File: config.mk
export PLATFORM = sky130hd
export DESIGN_NAME = spi_master
export DESIGN_NICKNAME = d
export VERILOG_FILES = /design/src/rtl/spi_master.sv
export SDC_FILE = /design/constraint.sdc
export NUM_CORES = 1
export LEC_CHECK = 0
export ABC_AREA = 1
export CORE_MARGIN = 5
export CORE_UTILIZATION = 61
export DETAILED_ROUTE_END_ITERATION = 12
export DONT_BUFFER_PORTS = 1
export PLACE_DENSITY = 0.8
export SETUP_SLACK_MARGIN = 0.02
export SYNTH_ARGS = -nofsm -noshare
export SYNTH_HDL_FRONTEND = slang
export SYNTH_SLANG_ARGS = --single-unit
File: constraint.sdc
create_clock -name i_clk -period 1.6 [get_ports i_clk]
set_input_delay 0.32 -clock i_clk [delete_from_list [all_inputs] [get_ports i_clk]]
set_output_delay 0.32 -clock i_clk [all_outputs]
set_load 0.1 [all_outputs]
File: src/rtl/spi_master.sv
// spi_master: SPI mode-0 master (sclk idles low, data sampled on sclk rise),
// MSB first, 8-bit frames, sclk half-period of CLK_DIV system clocks.
// Optional build macro SPI_MASTER_BURST_EN: a start request present when the
// last sclk-high half ends chains the next frame directly, keeping cs low.
//
// Handshake: i_start is sampled only while the FSM is idle (o_busy low); the
// cycle it is seen, i_tx_data is latched and o_busy rises. o_busy stays high
// until the edge that pulses o_done for one cycle, at which o_rx_data updates.
// A start seen while busy is dropped, never queued (except the chaining case
// when SPI_MASTER_BURST_EN is defined).
module spi_master #(
  parameter int CLK_DIV = 4
) (
  input  logic       i_clk,
  input  logic       i_rst,
  input  logic       i_start,
  input  logic [7:0] i_tx_data,
  output logic       o_busy,
  output logic       o_done,
  output logic [7:0] o_rx_data,
  output logic       o_sclk,
  output logic       o_cs,
  output logic       o_mosi,
  input  logic       i_miso,
  output logic [1:0] o_state
);

  typedef enum logic [1:0] {
    S_IDLE = 2'd0,
    S_LO   = 2'd1,
    S_HI   = 2'd2,
    S_HOLD = 2'd3
  } state_t;

`ifdef SPI_MASTER_BURST_EN
  localparam logic BURST_EN = 1'b1;
`else
  localparam logic BURST_EN = 1'b0;
`endif

  localparam logic [7:0] DIV_LAST = 8'(CLK_DIV - 1);

  state_t     r_state;
  state_t     w_state_nxt;
  logic [7:0] r_div;
  logic [2:0] r_bit_cnt;
  logic [6:0] r_tx_sr;   // remaining tx bits; bit 7 goes straight to mosi
  logic [7:0] r_rx_sr;
  logic       r_cs;
  logic       r_sclk;
  logic       r_mosi;
  logic       r_busy;
  logic       r_done;
  logic [7:0] r_rx_data;

  logic       w_tick;
  logic       w_chain;
  logic       w_accept;
  logic       w_rise;
  logic       w_shift;
  logic       w_rx_load;
  logic       w_cs_d;
  logic       w_sclk_d;
  logic       w_mosi_d;
  logic       w_busy_d;
  logic       w_done_d;

  assign w_tick  = (r_div == DIV_LAST);
  assign w_chain = BURST_EN & i_start;

  // State register
  always_ff @(posedge i_clk) begin
    if (i_rst) r_state <= S_IDLE;
    else       r_state <= w_state_nxt;
  end

  // Next-state logic: each active state lasts one sclk half-period
  always_comb begin
    w_state_nxt = r_state;
    case (r_state)
      S_IDLE: if (i_start) w_state_nxt = S_LO;
      S_LO:   if (w_tick) w_state_nxt = S_HI;
      S_HI: begin
        if (w_tick) begin
          if (r_bit_cnt != 3'd7) w_state_nxt = S_LO;
          else if (w_chain)      w_state_nxt = S_LO;
          else                   w_state_nxt = S_HOLD;
        end
      end
      S_HOLD: if (w_tick) w_state_nxt = S_IDLE;
      default: w_state_nxt = S_IDLE;
    endcase
  end

  // Output logic: transition strobes and next values of the output registers
  always_comb begin
    w_accept  = 1'b0;
    w_rise    = 1'b0;
    w_shift   = 1'b0;
    w_rx_load = 1'b0;
    w_cs_d    = r_cs;
    w_sclk_d  = r_sclk;
    w_mosi_d  = r_mosi;
    w_busy_d  = r_busy;
    w_done_d  = 1'b0;
    case (r_state)
      S_IDLE: begin
        if (i_start) begin
          w_accept = 1'b1;
          w_cs_d   = 1'b0;
          w_mosi_d = i_tx_data[7];
          w_busy_d = 1'b1;
        end
      end
      S_LO: begin
        if (w_tick) begin
          w_rise   = 1'b1;
          w_sclk_d = 1'b1;
        end
      end
      S_HI: begin
        if (w_tick) begin
          w_sclk_d = 1'b0;
          if (r_bit_cnt != 3'd7) begin
            w_shift  = 1'b1;
            w_mosi_d = r_tx_sr[6];
          end else if (w_chain) begin
            // chained frame: finish this one and load the next in one edge
            w_accept  = 1'b1;
            w_done_d  = 1'b1;
            w_rx_load = 1'b1;
            w_mosi_d  = i_tx_data[7];
          end
        end
      end
      S_HOLD: begin
        if (w_tick) begin
          w_cs_d    = 1'b1;
          w_mosi_d  = 1'b0;
          w_busy_d  = 1'b0;
          w_done_d  = 1'b1;
          w_rx_load = 1'b1;
        end
      end
      default: ;
    endcase
  end

  // Divider: counts 0..CLK_DIV-1 within each half-period, parked at 0 when idle
  always_ff @(posedge i_clk) begin
    if (i_rst || r_state == S_IDLE) r_div <= 8'd0;
    else if (w_tick)                r_div <= 8'd0;
    else                            r_div <= r_div + 8'd1;
  end

  // Shift registers and bit counter
  always_ff @(posedge i_clk) begin
    if (i_rst) begin
      r_tx_sr   <= 7'd0;
      r_rx_sr   <= 8'd0;
      r_bit_cnt <= 3'd0;
    end else begin
      if (w_accept) begin
        r_tx_sr   <= i_tx_data[6:0];
        r_bit_cnt <= 3'd0;
      end else if (w_shift) begin
        r_tx_sr   <= {r_tx_sr[5:0], 1'b0};
        r_bit_cnt <= r_bit_cnt + 3'd1;
      end
      if (w_rise) r_rx_sr <= {r_rx_sr[6:0], i_miso};
    end
  end

  // Output registers: every port is driven from a flop
  always_ff @(posedge i_clk) begin
    if (i_rst) begin
      r_cs      <= 1'b1;
      r_sclk    <= 1'b0;
      r_mosi    <= 1'b0;
      r_busy    <= 1'b0;
      r_done    <= 1'b0;
      r_rx_data <= 8'd0;
    end else begin
      r_cs   <= w_cs_d;
      r_sclk <= w_sclk_d;
      r_mosi <= w_mosi_d;
      r_busy <= w_busy_d;
      r_done <= w_done_d;
      if (w_rx_load) r_rx_data <= r_rx_sr;
    end
  end

  assign o_cs      = r_cs;
  assign o_sclk    = r_sclk;
  assign o_mosi    = r_mosi;
  assign o_busy    = r_busy;
  assign o_done    = r_done;
  assign o_rx_data = r_rx_data;
  assign o_state   = r_state;

endmodule

==> impl_metrics.py, run 1 <==
metrics = {
    "run_status": {
        "outcome": "finished clean",
    },
    "sta": {
        "fmax_mhz": 669,
        "relSlewSlack": 0.532,
        "period_needed_ps": 1490,
        "whs_ps": 33.9,
        "skew_ps": 4.43,
        "setup_viol": 0,
        "finalCritPeriodShare": 0.934,
        "setup_ws_ps": 106,
        "hold_viol": 0,
        "tightest_slew_ps": 700,
        "drv_slew": 0,
        "rsz0062_at_grt": "yes",
    },
    "clock_tree": {
        "clk_latency_ps": 340,
        "cts_tree": "yes",
        "cts_sinks": 41,
        "cts_root_buffer": "clkbuf_4",
        "clk_path_buf_depth": 2,
        "htree_levels": 2,
        "cts_made_buffers": 5,
        "path_clk_slew_ps": 120,
    },
    "cells_and_area": {
        "fin_util": 0.716,
        "antennaDiodeCount": 0,
        "syn2layout_area_growth_pct": 14.6,
        "finalNetCount": 293,
        "layout_common_cells": "nand2_1 (63), dfxtp_1 (39), a21oi_1 (35)",
        "seq_area_sq_um": 828,
        "fillers": 256,
        "multi_input_area_sq_um": 926,
        "layout_commonest_cell": "nand2_1",
        "drive_above_1_share": 0.157,
    },
    "yosys": {
        "ys_types": 24,
        "synth_area_sq_um": 1860,
        "seq_area_frac_synth": 0.441,
        "yosysTopAreaCell": "dfxtp_1",
        "synth-seq-cells": 41,
        "synth.top_cell.area_share": 0.441,
        "syn_inst": 252,
        "yosysWarnings": 0,
        "syn_avg_cell_area_sq_um": 7.38,
        "synthTopCellsByArea": "dfxtp_1 (44%), nand2_1 (13%), a21oi_1 (9.7%)",
        "syn_nets": 272,
    },
    "worst_setup_path": {
        "slowest_delay_ps": 390,
        "crit_path_start": "o_state[1]",
        "worstReg2RegEnd": "o_busy",
        "r2r_slack_ps": 110,
        "r2r-start": "o_state[1]",
        "start_kind": "register",
        "critPathArrivalTime_ps": 1700,
        "endpoint_kind": "register",
        "reg2regPathDepth": 8,
        "cp_cell_sequence": "clkinvlp_4 -> ha_1 -> inv_1 -> nor2_1 -> nor2_1 -> o21ai_0 -> nand2_1 -> a21oi_1",
        "cp_common_cell": "nor2_1",
        "cp_data_required_time_ps": 1800,
        "crit_type": "register to register",
        "cp_slowest_cell": "dfxtp_4",
        "critPathMaxFanout": 4,
    },
    "hold_path": {
        "min_from": "i_rst",
        "hold_depth": 1,
        "min_path_type": "input port to register",
        "hold_end": "o_rx_data[4]",
    },
    "run": {
        "cap_violations": 0,
    },
    "floorplan": {
        "core_area_sq_um": 2980,
        "initial_core_util": 0.625,
        "die_area_sq_um": 4250,
        "rows": 20,
        "die_w_microns": 65.2,
        "ios": 27,
        "die_h_microns": 65.2,
    },
    "detailed_routing": {
        "wirelength_microns": 3810,
        "ant_nets": 0,
        "drt-initial-drc-count": 109,
        "vias": 1642,
        "wl_per_cell_microns": 12.4,
        "via_per_inst": 5.35,
        "drcViolationCount": 0,
        "dr.pass1.iters": 5,
    },
    "pwr": {
        "ir_drop_uv": 1750,
        "power.density_nw_per_um2": 1360,
        "p_total_mw": 2.89,
        "p_leak_nw": 0.851,
    },
    "placement": {
        "place_ws_ps": 81.7,
        "port_buffers": 0,
        "gp_congestion": 0.852,
        "dp_hpwl_microns": 2680,
    },
    "grt": {
        "grt_pass1_wl_microns": 6220,
        "grt_max_degree": 28,
        "antenna_found_initial": 0,
        "track_usage": 0.188,
        "grt_pass1_vias": 1524,
        "grt_overflow_total": 0,
    },
}
-- per-layer routing --
layer | vias to the layer above | share of wire | track usage
met2 | 38 | 0.46 | 0.300
met5 | - | 0 | 0
li1 | 876 | - | -
met3 | 6 | 0.051 | 0.0564
met1 | 722 | 0.47 | 0.235
met4 | 0 | 0.013 | 0.0777
-- how the worst max path moves through the flow --
stage | endpoint | cells after the start | slack (ps)
after detailed placement | r_tx_sr[5] | 7 | 80
after floorplan | o_state[0] | 9 | 20
after CTS | r_tx_sr[5] | 7 | 50
final | o_busy | 8 | 110
after global routing | o_state[1] | 7 | -10
after global placement | r_rx_sr[7] | 7 | 160
-- cells by family (layout without fill, tap and decap cells) --
family,count (synthesis),in the layout,share of synthesized area
AO/OA/AOI/OAI,40,40,0.111
AND/OR/NAND/NOR,132,132,0.320
buffers and inverters,31,53,0.0740
adder cells (fa/ha/maj),8,8,0.0538
flip-flops,41,41,0.441
-- registers in the layout, indices dropped and copies added (netlist names), 2 cells and up --
name,flops
o_rx_data,8
r_bit_cnt,3
r_tx_sr,7
r_div,8
r_rx_sr,8
o_state,2
-- worst max-delay path: cells and delay by family (launching register included) --
family / cells / cell delay (ps)
AOI/OAI and AO/OA: 2 / 220
adders and majority gates: 1 / 200
buffers and inverters: 2 / 190
DFF: 1 / 390
and+or+nand+nor: 3 / 360
-- synthesized netlist by cell type --
library cell / number
a21oi_1: 36
a22oi_1: 1
buf_2: 2
buf_4: 1
buf_6: 2
clkbuf_1: 5
dfxtp_1: 41
ha_1: 8
inv_1: 20
inv_2: 1
nand2_1: 65
nand2_2: 2
nand3_1: 31
nand3_2: 2
nand3b_1: 1
nand4_1: 4
nor2_1: 15
nor2_4: 1
nor3_1: 6
nor3b_1: 2
nor4_1: 2
o21ai_0: 2
o21ai_2: 1
or2_2: 1
-- power by group --
part	leakage [nW]	internal, mW	switching [mW]	total [mW]
registers	0.333	1.12	0.0642	1.19
logic	0.485	0.327	0.883	1.21
clock network	0.0320	0.168	0.326	0.494
-- repair_timing --
action / in CTS / in global routing
setup buffers: 0 / 1
hold endpoints to repair: 0 / 18
hold buffers: 0 / 4
setup endpoints to repair: 0 / 23
gates resized for setup: 0 / 6
-- cell type report --
| class | instances | share of cell area |
|---|---|---|
| inverter | 21 | 0.0387 |
| clock buffer | 6 | 0.0194 |
| clock inverter | 2 | 0.00469 |
| sequential | 41 | 0.388 |
| multi-input combinational | 180 | 0.434 |
| timing repair buffer | 24 | 0.0951 |
| tap | 33 | 0.0194 |
-- per-stage QoR --
stage               instance area, sq um  setup TNS, ps  cells
floorplan                           1870              0    252
global placement                    2010              0    294
detailed placement                  2010              0    294
CTS                                 2060              0    302
global route                        2130          -12.9    307
finish                              2130              0    307
No activity file was read; power rests on OpenSTA's default activity.
==> run 2: changes to the inputs <==
--- a/config.mk
+++ b/config.mk
@@ -11,7 +11,7 @@
 export DETAILED_ROUTE_END_ITERATION = 12
 export DONT_BUFFER_PORTS = 1
 export PLACE_DENSITY = 0.8
-export SETUP_SLACK_MARGIN = 0.02
+export SETUP_SLACK_MARGIN = 0.15
 export SYNTH_ARGS = -nofsm -noshare
 export SYNTH_HDL_FRONTEND = slang
 export SYNTH_SLANG_ARGS = --single-unit
==> run 2 against run 1 <==
Combinational power is 4% higher; wire length rose by 5.9%; highest routed layer unchanged; sequential cell count unchanged; total power up 10%; critical path type unchanged; largest power group unchanged; clock-buffer cell count stayed put.
==> impl_metrics.py, run 2 (synthesis gave the netlist of run 1 again) <==
metrics = {
    "run_status": {
        "outcome": "finished clean",
    },
    "worst_setup_path": {
        "cp_slowest_cell": "dfxtp_2",
        "slowest_delay_ps": 380,
        "start_kind": "register",
        "endpoint_kind": "register",
        "cp_cell_sequence": "ha_4 -> nand2_4 -> nor2_4 -> nand3_4 -> buf_12 -> nand3_1 -> a21oi_2",
        "critPathArrivalTime_ps": 1670,
        "critPathMaxFanout": 8,
        "crit_type": "register to register",
        "cp_data_required_time_ps": 1870,
    },
    "clock_tree": {
        "htree_levels": 2,
        "cts_root_buffer": "clkbuf_4",
        "cts_made_buffers": 5,
        "clk_latency_ps": 360,
        "cts_tree": "yes",
        "path_clk_slew_ps": 120,
        "postCtsHoldBufs": 0,
        "clk_path_buf_depth": 2,
        "cts_sinks": 41,
    },
    "sta": {
        "hold_viol": 0,
        "finalCritPeriodShare": 0.880,
        "skew_ps": 7.34,
        "drv_slew": 0,
        "tightest_slew_ps": 305,
        "rsz0062_at_grt": "yes",
        "fmax_mhz": 711,
        "setup_viol": 0,
        "tns_ps": 0,
        "period_needed_ps": 1410,
        "relSlewSlack": 0.795,
        "whs_ps": 16.0,
    },
    "detailed_routing": {
        "drt-initial-drc-count": 109,
        "via_per_inst": 5.48,
        "ant_nets": 0,
        "routed.top_layer": "met4",
        "dr.pass1.iters": 4,
        "vias": 1683,
        "wl_met2_microns": 1990,
        "wl_per_cell_microns": 13.2,
        "wl_met1_microns": 1770,
        "wl_met3_microns": 214,
        "drcViolationCount": 0,
        "wirelength_microns": 4040,
    },
    "floorplan": {
        "rows": 20,
        "core_area_sq_um": 2980,
        "initial_core_util": 0.625,
        "die_h_microns": 65.2,
        "die_area_sq_um": 4250,
        "ios": 27,
        "die_w_microns": 65.2,
    },
    "pwr": {
        "ir_drop_uv": 1380,
        "power.density_nw_per_um2": 1410,
        "p_leak_nw": 0.880,
    },
    "cells_and_area": {
        "syn2layout_area_growth_pct": 21.3,
        "drive_above_1_share": 0.245,
        "final_cells": 307,
        "fin_util": 0.758,
        "finalNetCount": 293,
        "antennaDiodeCount": 0,
        "layout_commonest_cell": "nand2_1",
        "design_area_sq_um": 2260,
        "seq_area_sq_um": 836,
        "layout_common_cells": "nand2_1 (62), dfxtp_1 (35), a21oi_1 (30), nand3_1 (30), buf_4 (21)",
        "fillers": 212,
        "multi_input_area_sq_um": 1000,
    },
    "grt": {
        "grt_max_degree": 28,
        "grt_pass1_wl_microns": 6840,
        "antenna_found_initial": 0,
        "grt_pass1_vias": 1558,
        "grt_overflow_total": 0,
        "track_usage": 0.209,
    },
    "run": {
        "cap_violations": 0,
    },
    "placement": {
        "gp_congestion": 0.866,
        "dp_hpwl_microns": 2790,
        "dp_cells": 295,
        "placedInstanceArea_sq_um": 2040,
        "port_buffers": 0,
    },
    "hold_path": {
        "min_path_type": "input port to register",
    },
}
==> run 2: cell types whose count changed in the layout (fill, tap and decap cells not counted), moves of 2 or more <==
cell	delta
dlygate4sd3_1	-4
buf_4	+2
clkinv_2	-2
ha_4	+3
ha_1	-4
inv_2	+2
dfxtp_2	+3
a21oi_2	+5
inv_1	-3
inv_4	+3
a21oi_1	-5
dfxtp_1	-4
==> run 2: final timing paths <==
kind / end / slack [ps] / cells past startpoint / startpoint
worst min-delay path: r_tx_sr[3] / 20 / 1 / i_rst
worst max-delay path: r_tx_sr[1] / 190 / 7 / r_div[1]
worst max register to register: r_tx_sr[1] / 190 / 7 / r_div[1]
worst min register to register: r_div[0] / 460 / 1 / r_div[0]
==> run 2: per-stage QoR <==
step	total power, mW	setup WS [ps]
after detailed placement	2.44	73.3
after CTS	3.16	154
after floorplan	2.22	95.5
final	3.19	193
after global placement	2.43	137
after global routing	3.37	113
==> run 2: timing repair <==
item	4_1_cts	5_1_grt
endpoints found under the hold margin	0	6
buffers inserted	1	3
gates resized for setup	5	20
pin swaps	2	6
setup endpoints to repair	18	31
==> run 2: per-layer routing <==
metal	GRT usage	up-vias
li1	-	873
met1	0.242	767
met2	0.351	36
met3	0.0650	7
met4	0.0933	0
met5	0	-
==> run 2: layout make-up <==
cell class                      count  area share
Sequential cell                    41       0.370
Tap cell                           33      0.0183
Multi-Input combinational cell    180       0.445
Inverter                           21      0.0371
Clock buffer                        6      0.0227
Timing Repair Buffer               24      0.0904
Clock inverter                      2      0.0161
==> run 2: where the power goes <==
group / switching, mW / internal, mW
clock: 0.340 / 0.373
combinational: 0.898 / 0.365
sequential: 0.0822 / 1.13
==> run 2: worst max-delay path: cells and delay by family, from the launching register on <==
family                   cells  cell delay [ps]
AND/OR/NAND/NOR              4              540
adder cells (fa/ha/maj)      1              160
buffers and inverters        1              170
AO/OA/AOI/OAI                1               60
flip-flops                   1              380
==> run 3: changes to the inputs <==
--- a/config.mk
+++ b/config.mk
@@ -5,7 +5,6 @@
 export SDC_FILE = /design/constraint.sdc
 export NUM_CORES = 1
 export LEC_CHECK = 0
-export ABC_AREA = 1
 export CORE_MARGIN = 5
 export CORE_UTILIZATION = 61
 export DETAILED_ROUTE_END_ITERATION = 12
==> run 3 against run 2 <==
The run now ends with setup timing left; utilization rose by 11 points; die area fell by 3.3%; global-route usage grew 0.85 points; critical path depth down 1; design area rose by 6.5%; sequential share of layout area down 1.9 points; sequential power barely moved; clock power down 1%; cell count is 12% lower; sequential cell count stayed put; register-to-register slack worse by 240 ps; critical endpoint unchanged.
==> impl_metrics.py, run 3 <==
metrics = {
    "worst_setup_path": {
        "critPathArrivalTime_ps": 1910,
        "cp_data_required_time_ps": 1860,
        "start_kind": "register",
        "critPathMaxFanout": 5,
        "endpoint_kind": "register",
        "crit_type": "register to register",
    },
    "grt": {
        "grt_overflow_total": 0,
        "grt_pass1_wl_microns": 6990,
        "grt_max_degree": 36,
        "antenna_found_initial": 0,
        "track_usage": 0.217,
        "grt_pass1_vias": 1535,
    },
    "yosys": {
        "synthAdderAreaFrac": 0.0560,
        "synth_top_family_by_area": "simple AND/OR/NAND/NOR gates",
        "yosysTopAreaCell": "dfxtp_1",
        "synth-seq-cells": 41,
        "synthMuxAreaShare": 0.0448,
        "synthArstFlopShare": 0,
        "synth_compound_area_frac": 0.129,
        "syn_inst": 201,
        "syn_nets": 221,
        "seq_area_frac_synth": 0.459,
        "synth_area_sq_um": 1790,
        "synth-main-ff-cell": "dfxtp_1",
        "synthTopCellsByCount": "dfxtp_1 (41), nand2_1 (35), a21oi_1 (22)",
        "synth-simple-area-share": 0.233,
        "ys_types": 37,
        "synth.top_cell.area_share": 0.459,
        "yosys.cell_count.top_type": "dfxtp_1",
        "yosysWarnings": 0,
        "synthTopCellsByArea": "dfxtp_1 (46%), nand2_1 (7.3%), a21oi_1 (6.2%)",
        "synth_edf_count": 0,
        "synth_xor_area_frac": 0.0343,
        "syn_avg_cell_area_sq_um": 8.90,
    },
    "detailed_routing": {
        "wl_per_cell_microns": 21.2,
        "wirelength_microns": 5690,
        "via_per_inst": 6.36,
        "dr.pass1.iters": 5,
        "vias": 1711,
        "ant_nets": 0,
        "drcViolationCount": 0,
        "drt-initial-drc-count": 236,
    },
    "sta": {
        "setup_ws_ps": -47.4,
        "relSlewSlack": 0.631,
        "period_needed_ps": 1650,
        "whs_ps": 3.53,
        "drv_slew": 0,
        "fmax_mhz": 607,
        "tightest_slew_ps": 552,
        "finalCritPeriodShare": 1.03,
        "tns_ps": -250,
        "setup_viol": 8,
        "rsz0062_at_grt": "yes",
        "skew_ps": 24.8,
        "hold_viol": 0,
    },
    "floorplan": {
        "rows": 19,
        "core_area_sq_um": 2780,
        "die_w_microns": 64.1,
        "die_area_sq_um": 4110,
        "initial_core_util": 0.643,
        "die_h_microns": 64.1,
        "ios": 27,
    },
    "placement": {
        "port_buffers": 0,
        "dp_cells": 246,
        "placedInstanceArea_sq_um": 2000,
        "dp_hpwl_microns": 2640,
        "place_ws_ps": 9.37,
        "gp_congestion": 0.834,
    },
    "clock_tree": {
        "cts_root_buffer": "clkbuf_4",
        "htree_levels": 2,
        "clk_path_buf_depth": 2,
        "cts_sinks": 41,
        "cts_made_buffers": 5,
        "path_clk_slew_ps": 140,
        "clk_latency_ps": 370,
        "cts_tree": "yes",
    },
    "cells_and_area": {
        "finalNetCount": 257,
        "layout_common_cells": "nand2_1 (34), buf_4 (32), dfxtp_1 (31)",
        "drive_above_1_share": 0.412,
        "antennaDiodeCount": 0,
        "layout_commonest_cell": "nand2_1",
        "syn2layout_area_growth_pct": 34.5,
        "design_area_sq_um": 2400,
        "final_cells": 269,
    },
    "run": {
        "cap_violations": 0,
    },
    "pwr": {
        "ir_drop_uv": 1960,
        "p_leak_nw": 0.971,
        "power.density_nw_per_um2": 1400,
    },
    "hold_path": {
        "min_path_type": "input port to register",
    },
    "run_status": {
        "outcome": "finished with violations",
        "violations": "setup timing",
    },
}
run 3: logic make-up after synthesis:
| group | after synthesis |
|---|---|
| multiplexers | 8 |
| buffers and inverters | 13 |
| adder cells (fa/ha/maj) | 8 |
| AND/OR/NAND/NOR | 86 |
| flip-flops | 41 |
| XOR/XNOR | 7 |
| AO/OA/AOI/OAI | 38 |
run 3: layer usage:
metal	GRT usage	wire length (microns)	share of wire	vias to the layer above
li1	-	-	-	762
met3	0.0736	445	0.078	41
met4	0.130	433	0.076	0
met2	0.359	2810	0.49	121
met5	0	0	0	-
met1	0.240	2000	0.35	787
run 3: worst max-delay path, cell delays in order, from the launching register on:
cell and delay, ps:
dfxtp_2 390, ha_4 150, nor3b_4 270, nand4b_1 220, buf_6 200, mux2i_1 230
a211oi_2 100
run 3: final cells by class:
class,instances,area [sq um]
multi-input cells,147,1090
repair buffers,39,335
flip-flops and latches,41,846
well taps,31,38.8
fillers,117,377
clock inverters,3,45.0
inverters,3,16.3
clock buffers,5,37.5
run 3: metrics by stage:
step	power [mW]	util
global placement	2.30	0.720
detailed placement	2.34	0.720
floorplan	2.16	-
CTS	3.08	0.782
global route	3.50	0.865
finish	3.36	0.865
run 3: where the power goes:
part           switching [mW]  total [mW]  internal (mW)
Combinational           0.927        1.42          0.489
Sequential              0.108        1.24           1.13
Clock                   0.372       0.705          0.332
Total                    1.41        3.36           1.95
run 3: timing repair:
action / in CTS / in global routing
cloned: 1 / 0
hold endpoints to repair: 17 / 28
buffers inserted: 5 / 7
endpoints found under the setup margin: 32 / 41
pin swaps: 9 / 9
resized for setup: 15 / 39
run 3: worst paths after layout:
path,startpoint,endpoint,slack [ps],depth (start not counted)
min reg2reg,o_rx_data[0],o_rx_data[0],470,2
min,i_rst,r_bit_cnt[1],4,1
max,r_div[0],r_tx_sr[1],-50,6
max reg2reg,r_div[0],r_tx_sr[1],-50,6
